===== src/rtl/core_pkg.sv =====
// Shared types and constants for the RV32I core front end.
package core_pkg;

    typedef enum logic [2:0] {
        S_REQ   = 3'd0,
        S_WAIT  = 3'd1,
        S_HOLD  = 3'd2,
        S_DROP  = 3'd3,
        S_FAULT = 3'd4
    } fetch_state_t;

    localparam int unsigned INST_WIDTH = 32;
    localparam logic [INST_WIDTH-1:0] NOP_INST = 32'h0000_0013;

endpackage


===== src/rtl/pc_plus4.sv =====
// Unsigned address increment by one instruction word; wraps modulo 2^WIDTH.
module pc_plus4 #(
    parameter int WIDTH = 32
) (
    input  logic [WIDTH-1:0] pc_i,
    output logic [WIDTH-1:0] pc_plus4_o
);

    assign pc_plus4_o = pc_i + WIDTH'(4);

endmodule


===== src/rtl/ifetch_unit.sv =====
// Sequential fetch front end: owns the PC, issues one instruction-memory
// request at a time and presents the fetched word to decode until consumed.
module ifetch_unit
    import core_pkg::*;
#(
    parameter int               WIDTH    = 32,
    parameter logic [WIDTH-1:0] RESET_PC = '0
) (
    input  logic                  clk,
    input  logic                  rst,
    output logic                  imem_req_valid,
    output logic [WIDTH-1:0]      imem_req_addr,
    input  logic                  imem_req_ready,
    input  logic                  imem_rsp_valid,
    input  logic [INST_WIDTH-1:0] imem_rsp_data,
    input  logic                  redirect_valid,
    input  logic [WIDTH-1:0]      redirect_pc,
    output logic                  inst_valid,
    input  logic                  inst_ready,
    output logic [INST_WIDTH-1:0] inst,
    output logic [WIDTH-1:0]      inst_pc,
    output logic [WIDTH-1:0]      inst_pc_plus4,
    output logic                  fetch_fault
);

    fetch_state_t          state_q, state_d;
    logic [WIDTH-1:0]      pc_q, pc_d;
    logic [WIDTH-1:0]      pc_seq;
    logic [INST_WIDTH-1:0] inst_q, inst_d;
    logic [WIDTH-1:0]      inst_pc_q, inst_pc_d;
    logic                  redir_aligned;

    // Sequential successor of the fetch PC.
    pc_plus4 #(.WIDTH(WIDTH)) u_pc_next (
        .pc_i       (pc_q),
        .pc_plus4_o (pc_seq)
    );

    // Link/fall-through address of the instruction presented to decode.
    pc_plus4 #(.WIDTH(WIDTH)) u_inst_pc_plus4 (
        .pc_i       (inst_pc_q),
        .pc_plus4_o (inst_pc_plus4)
    );

    assign redir_aligned = (redirect_pc[1:0] == 2'b00);

    // State register.
    always_ff @(posedge clk) begin
        if (rst) begin
            state_q <= S_REQ;
        end else begin
            state_q <= state_d;
        end
    end

    // PC and instruction holding registers.
    always_ff @(posedge clk) begin
        if (rst) begin
            pc_q      <= RESET_PC;
            inst_q    <= NOP_INST;
            inst_pc_q <= RESET_PC;
        end else begin
            pc_q      <= pc_d;
            inst_q    <= inst_d;
            inst_pc_q <= inst_pc_d;
        end
    end

    // Next-state and next-PC: redirect outranks every handshake event.
    always_comb begin
        state_d   = state_q;
        pc_d      = pc_q;
        inst_d    = inst_q;
        inst_pc_d = inst_pc_q;
        if (state_q == S_FAULT) begin
            state_d = S_FAULT;
        end else if (redirect_valid) begin
            if (!redir_aligned) begin
                state_d = S_FAULT;
            end else begin
                pc_d = redirect_pc;
                unique case (state_q)
                    // An accepted request still owes us a response to drain.
                    S_REQ:   state_d = imem_req_ready ? S_DROP : S_REQ;
                    S_WAIT:  state_d = imem_rsp_valid ? S_REQ : S_DROP;
                    S_HOLD:  state_d = S_REQ;
                    S_DROP:  state_d = S_DROP;
                    default: state_d = S_FAULT;
                endcase
            end
        end else begin
            unique case (state_q)
                S_REQ: begin
                    if (imem_req_ready) state_d = S_WAIT;
                end
                S_WAIT: begin
                    if (imem_rsp_valid) begin
                        state_d   = S_HOLD;
                        inst_d    = imem_rsp_data;
                        inst_pc_d = pc_q;
                    end
                end
                S_HOLD: begin
                    if (inst_ready) begin
                        state_d = S_REQ;
                        pc_d    = pc_seq;
                    end
                end
                S_DROP: begin
                    if (imem_rsp_valid) state_d = S_REQ;
                end
                default: state_d = S_FAULT;
            endcase
        end
    end

    // Outputs decoded from registered state; rst only masks the request.
    always_comb begin
        imem_req_valid = (state_q == S_REQ) && !rst;
        inst_valid     = (state_q == S_HOLD);
        fetch_fault    = (state_q == S_FAULT);
        imem_req_addr  = pc_q;
        inst           = inst_q;
        inst_pc        = inst_pc_q;
    end

endmodule


===== config.mk =====
export PLATFORM = sky130hd
export DESIGN_NAME = ifetch_unit
export DESIGN_NICKNAME = d
export VERILOG_FILES = /design/src/rtl/core_pkg.sv /design/src/rtl/pc_plus4.sv /design/src/rtl/ifetch_unit.sv
export SDC_FILE = /design/constraint.sdc
export NUM_CORES = 1
export LEC_CHECK = 0
export ABC_AREA = 1
export CAP_MARGIN = 20
export CORE_MARGIN = 2
export CORE_UTILIZATION = 34
export DETAILED_ROUTE_END_ITERATION = 6
export GPL_ROUTABILITY_DRIVEN = 0
export SLEW_MARGIN = 20
export SYNTH_ARGS = -nofsm -noshare
export SYNTH_HDL_FRONTEND = slang
export SYNTH_SLANG_ARGS = --single-unit

===== constraint.sdc =====
create_clock -name clk -period 1.9 [get_ports clk]
set_input_delay 0.38 -clock clk [delete_from_list [all_inputs] [get_ports clk]]
set_output_delay 0.38 -clock clk [all_outputs]
set_load 0.02 [all_outputs]

==> results.cfg <==
[setup_path]
timing.critical_path.from_type = flop
cpMaxStageDelayCell = dfxtp_2
crit_required_ns = 1.52
crit_buf_inv = 4
setup.worst_path.end_class = primary output
path_max_fanout = 3
critical_path.most_common_cell = buf_6
worst_path_largest_cell_delay_ns = 0.37
critical_path.cell_chain = nand2_2, nor2_4, nand3b_1, buf_4, nor3_4, buf_6, buf_6, a22oi_2, buf_6
critical_path_arrival_ns = 1.85
timing.critical_path.max_delay_family = buffers and inverters
worst_setup_path_category = flop to primary output

[power]
p_comb_share_pct = 18.3
p_clk_share_pct = 37.5
power_dens_cells_nw_per_um2 = 544.1
fin_total_pwr_mw = 5.042
power_switching_mw = 1.379
seq_power_share_pct = 44.2
peakVddDrop_mv = 0.4412
power.leakage_nw = 4.166
power.switching_fraction_pct = 27.35
power.internal_mw = 3.663

[cts]
ctsLongestPathBuffers = 2
cts_hold_buffers = 0
cts.sinks = 99
clk_latency_ns = 0.35
numCtsBuffers = 9
h-tree-depth = 3
clkSlewWorstSetupHoldPaths_ns = 0.07
tritoncts = done
ctsRootBufferMaster = clkbuf_16

[place]
place.port_buffers = 200
hpwl_detailed_um = 14400
dp_cells = 1318

[synthesis]
synth.yosys.warnings = 0
synth.distinct_cells = 36
mapped_area_um2 = 5360
total_of_flip_flops_plus_latches_after_synthesis = 99
synthCells = 828
avgSynthCellArea_um2 = 6.474
yosysSeqAreaShare_pct = 36.97
syn_nets = 900

[hold_path]
timing.hold.worst.class = flop to flop

[layout]
flow.area_growth_from_synthesis_pct = 72.88
layout.cells.non_filler = 1353
layout.area.seq_um2 = 2027
multi_input_area_um2 = 3306
post-route-util_pct = 60.51
top_library_cells_by_usage_in_the_layout_fill_and_taps_aside = 157 x nor2_1, 151 x nand2_1, 151 x clkdlybuf4s50_1
final_layout_size_suffix_gt1_share_pct = 24.69
antennaDiodeCount = 0
finalNetCount = 1209
num-fill-cells = 1446
final_common_cell = nor2_1

[global_route]
grt_pass1_vias = 5649
globalRouteTotalUtil_pct = 22.28
grt_start_max_net_pins = 49
grt_first_pass_wirelength_um = 29440
globalRouteOverflowTotal = 0
grt_antenna_before_repair = 0

[route]
wl_met3_um = 886
detail_route.wl_per_cell_um = 14.32
met2_length_um = 8951
final_antenna_net_count = 0
detail_route.iter0.violations = 448
remaining_drc_errors = 0
wl_um = 19380
vias = 6299
dr.pass1.iters = 6
maxUsedRoutingLayer = met4
met1Wirelength_um = 9263
routed_via_density = 4.656

[die]
initial_core_utilization_pct = 35.00
num_rows = 45
ioPinCount = 201
die_height_um = 129.6
fp.dieArea_um2 = 16790
placeableCoreArea_um2 = 15310
die_x_um = 129.6

[sta]
worst_slew_margin_rel_pct = 76.14
fmax_ghz = 0.4482
slew_viol_final = 0
grt_setup_unrepaired = yes
period_minus_slack_ns = 2.231
timing.final.ws_setup_ns = -0.3313
final.period_utilization_pct = 117.4
skew_ns = 0.008132
final-hold-violation-count = 0
worst_slew_pin_slew_ns = 0.3541
number_of_setup_violations_in_the_final_report = 23

[flow_run]
drv.max_cap_violation_count = 0

[run_status]
outcome = finished with violations
failed_checks = negative setup slack
-- power groups by stage --
stage               sequential (mW)  clock, mW  combinational [mW]
finish                         2.23       1.89               0.920
global route                   2.24       2.01                1.00
detailed placement             2.28          0               0.916
global placement               2.27          0               0.916
floorplan                      2.35          0               0.329
CTS                            2.23       1.93               0.915
-- state kept, by name, indices dropped and copies added, names as in the netlist --
| signal | flops |
|---|---|
| imem_req_addr | 32 |
| inst | 32 |
| inst_pc | 32 |
| state_q | 3 |
-- final timing paths --
kind | to | slack, ns | depth (start not counted) | from
min | inst[4] | 0.46 | 2 | inst[4]
max reg2reg | imem_req_addr[18] | 0.21 | 9 | imem_req_addr[3]
min reg2reg | inst[4] | 0.46 | 2 | inst[4]
max | inst_pc_plus4[20] | -0.33 | 9 | inst_pc[12]
-- cells in the mapped netlist (all sizes together) --
master  instances  area share (%)
ha              2            0.47
nand4          12             1.4
a22oi           1            0.14
o21bai          1            0.14
and2            4            0.47
o211ai          1            0.14
dfxtp          99              37
xor2           29             4.7
buf            23             2.6
nand3b          3            0.42
o21a            1            0.14
o21ai          82             7.7
nor4            3            0.35
xnor2           5            0.82
nor2          179              13
inv            73             5.1
or2             3            0.35
a21oi          56             5.2
clkinv          1           0.070
nand3          48             4.5
clkbuf         13            0.93
a21boi          1            0.14
nand2         171              12
nor3           17             2.0
-- layer usage --
metal	vias up	global-route usage [%]
li1	3280	-
met1	2854	32.47
met2	149	34.34
met4	0	6.894
met3	16	2.808
met5	-	0
-- repair_timing --
action / CTS / global route
setup endpoints to repair: 39 / 36
resized for setup: 204 / 58
buffers inserted: 8 / 12
pin swaps: 23 / 37
-- metrics by stage --
step | TNS [ns] | hold WS [ns] | setup slack, ns | cell area [um2]
5_1_grt | -6.392 | 0.4842 | -0.4192 | 9266
2_1_floorplan | 0 | 0.4807 | 0.009813 | 5488
6_report | -4.520 | 0.4600 | -0.3313 | 9266
3_5_place_dp | -8.020 | 0.4498 | -0.4528 | 8477
3_3_place_gp | -7.693 | 0.4406 | -0.4942 | 8477
4_1_cts | -4.064 | 0.4674 | -0.2874 | 9007
-- kinds of logic after synthesis --
family	after synthesis	synth area share (%)
AND/OR/NAND/NOR	440	34.69
AO/OA/AOI/OAI	143	13.59
buffers and inverters	110	8.730
flip-flops	99	36.97
XOR/XNOR	34	5.555
adder cells (fa/ha/maj)	2	0.4668
-- worst reg2reg max path, delay by kind of cell (launching register included) --
family                   cells  cell delay, ns
adder cells (fa/ha/maj)      1            0.22
AND/OR/NAND/NOR              8            1.00
flip-flops                   1            0.34
-- area by class of cell --
| cell class | count | share of cell area (%) |
|---|---|---|
| clock inverters | 5 | 0.6616 |
| multi-input cells | 619 | 35.67 |
| inverters | 74 | 2.998 |
| repair buffers | 334 | 33.32 |
| well taps | 211 | 2.849 |
| flip-flops and latches | 99 | 21.87 |
| clock buffers | 11 | 2.619 |
(Power assumes the default switching activity.)
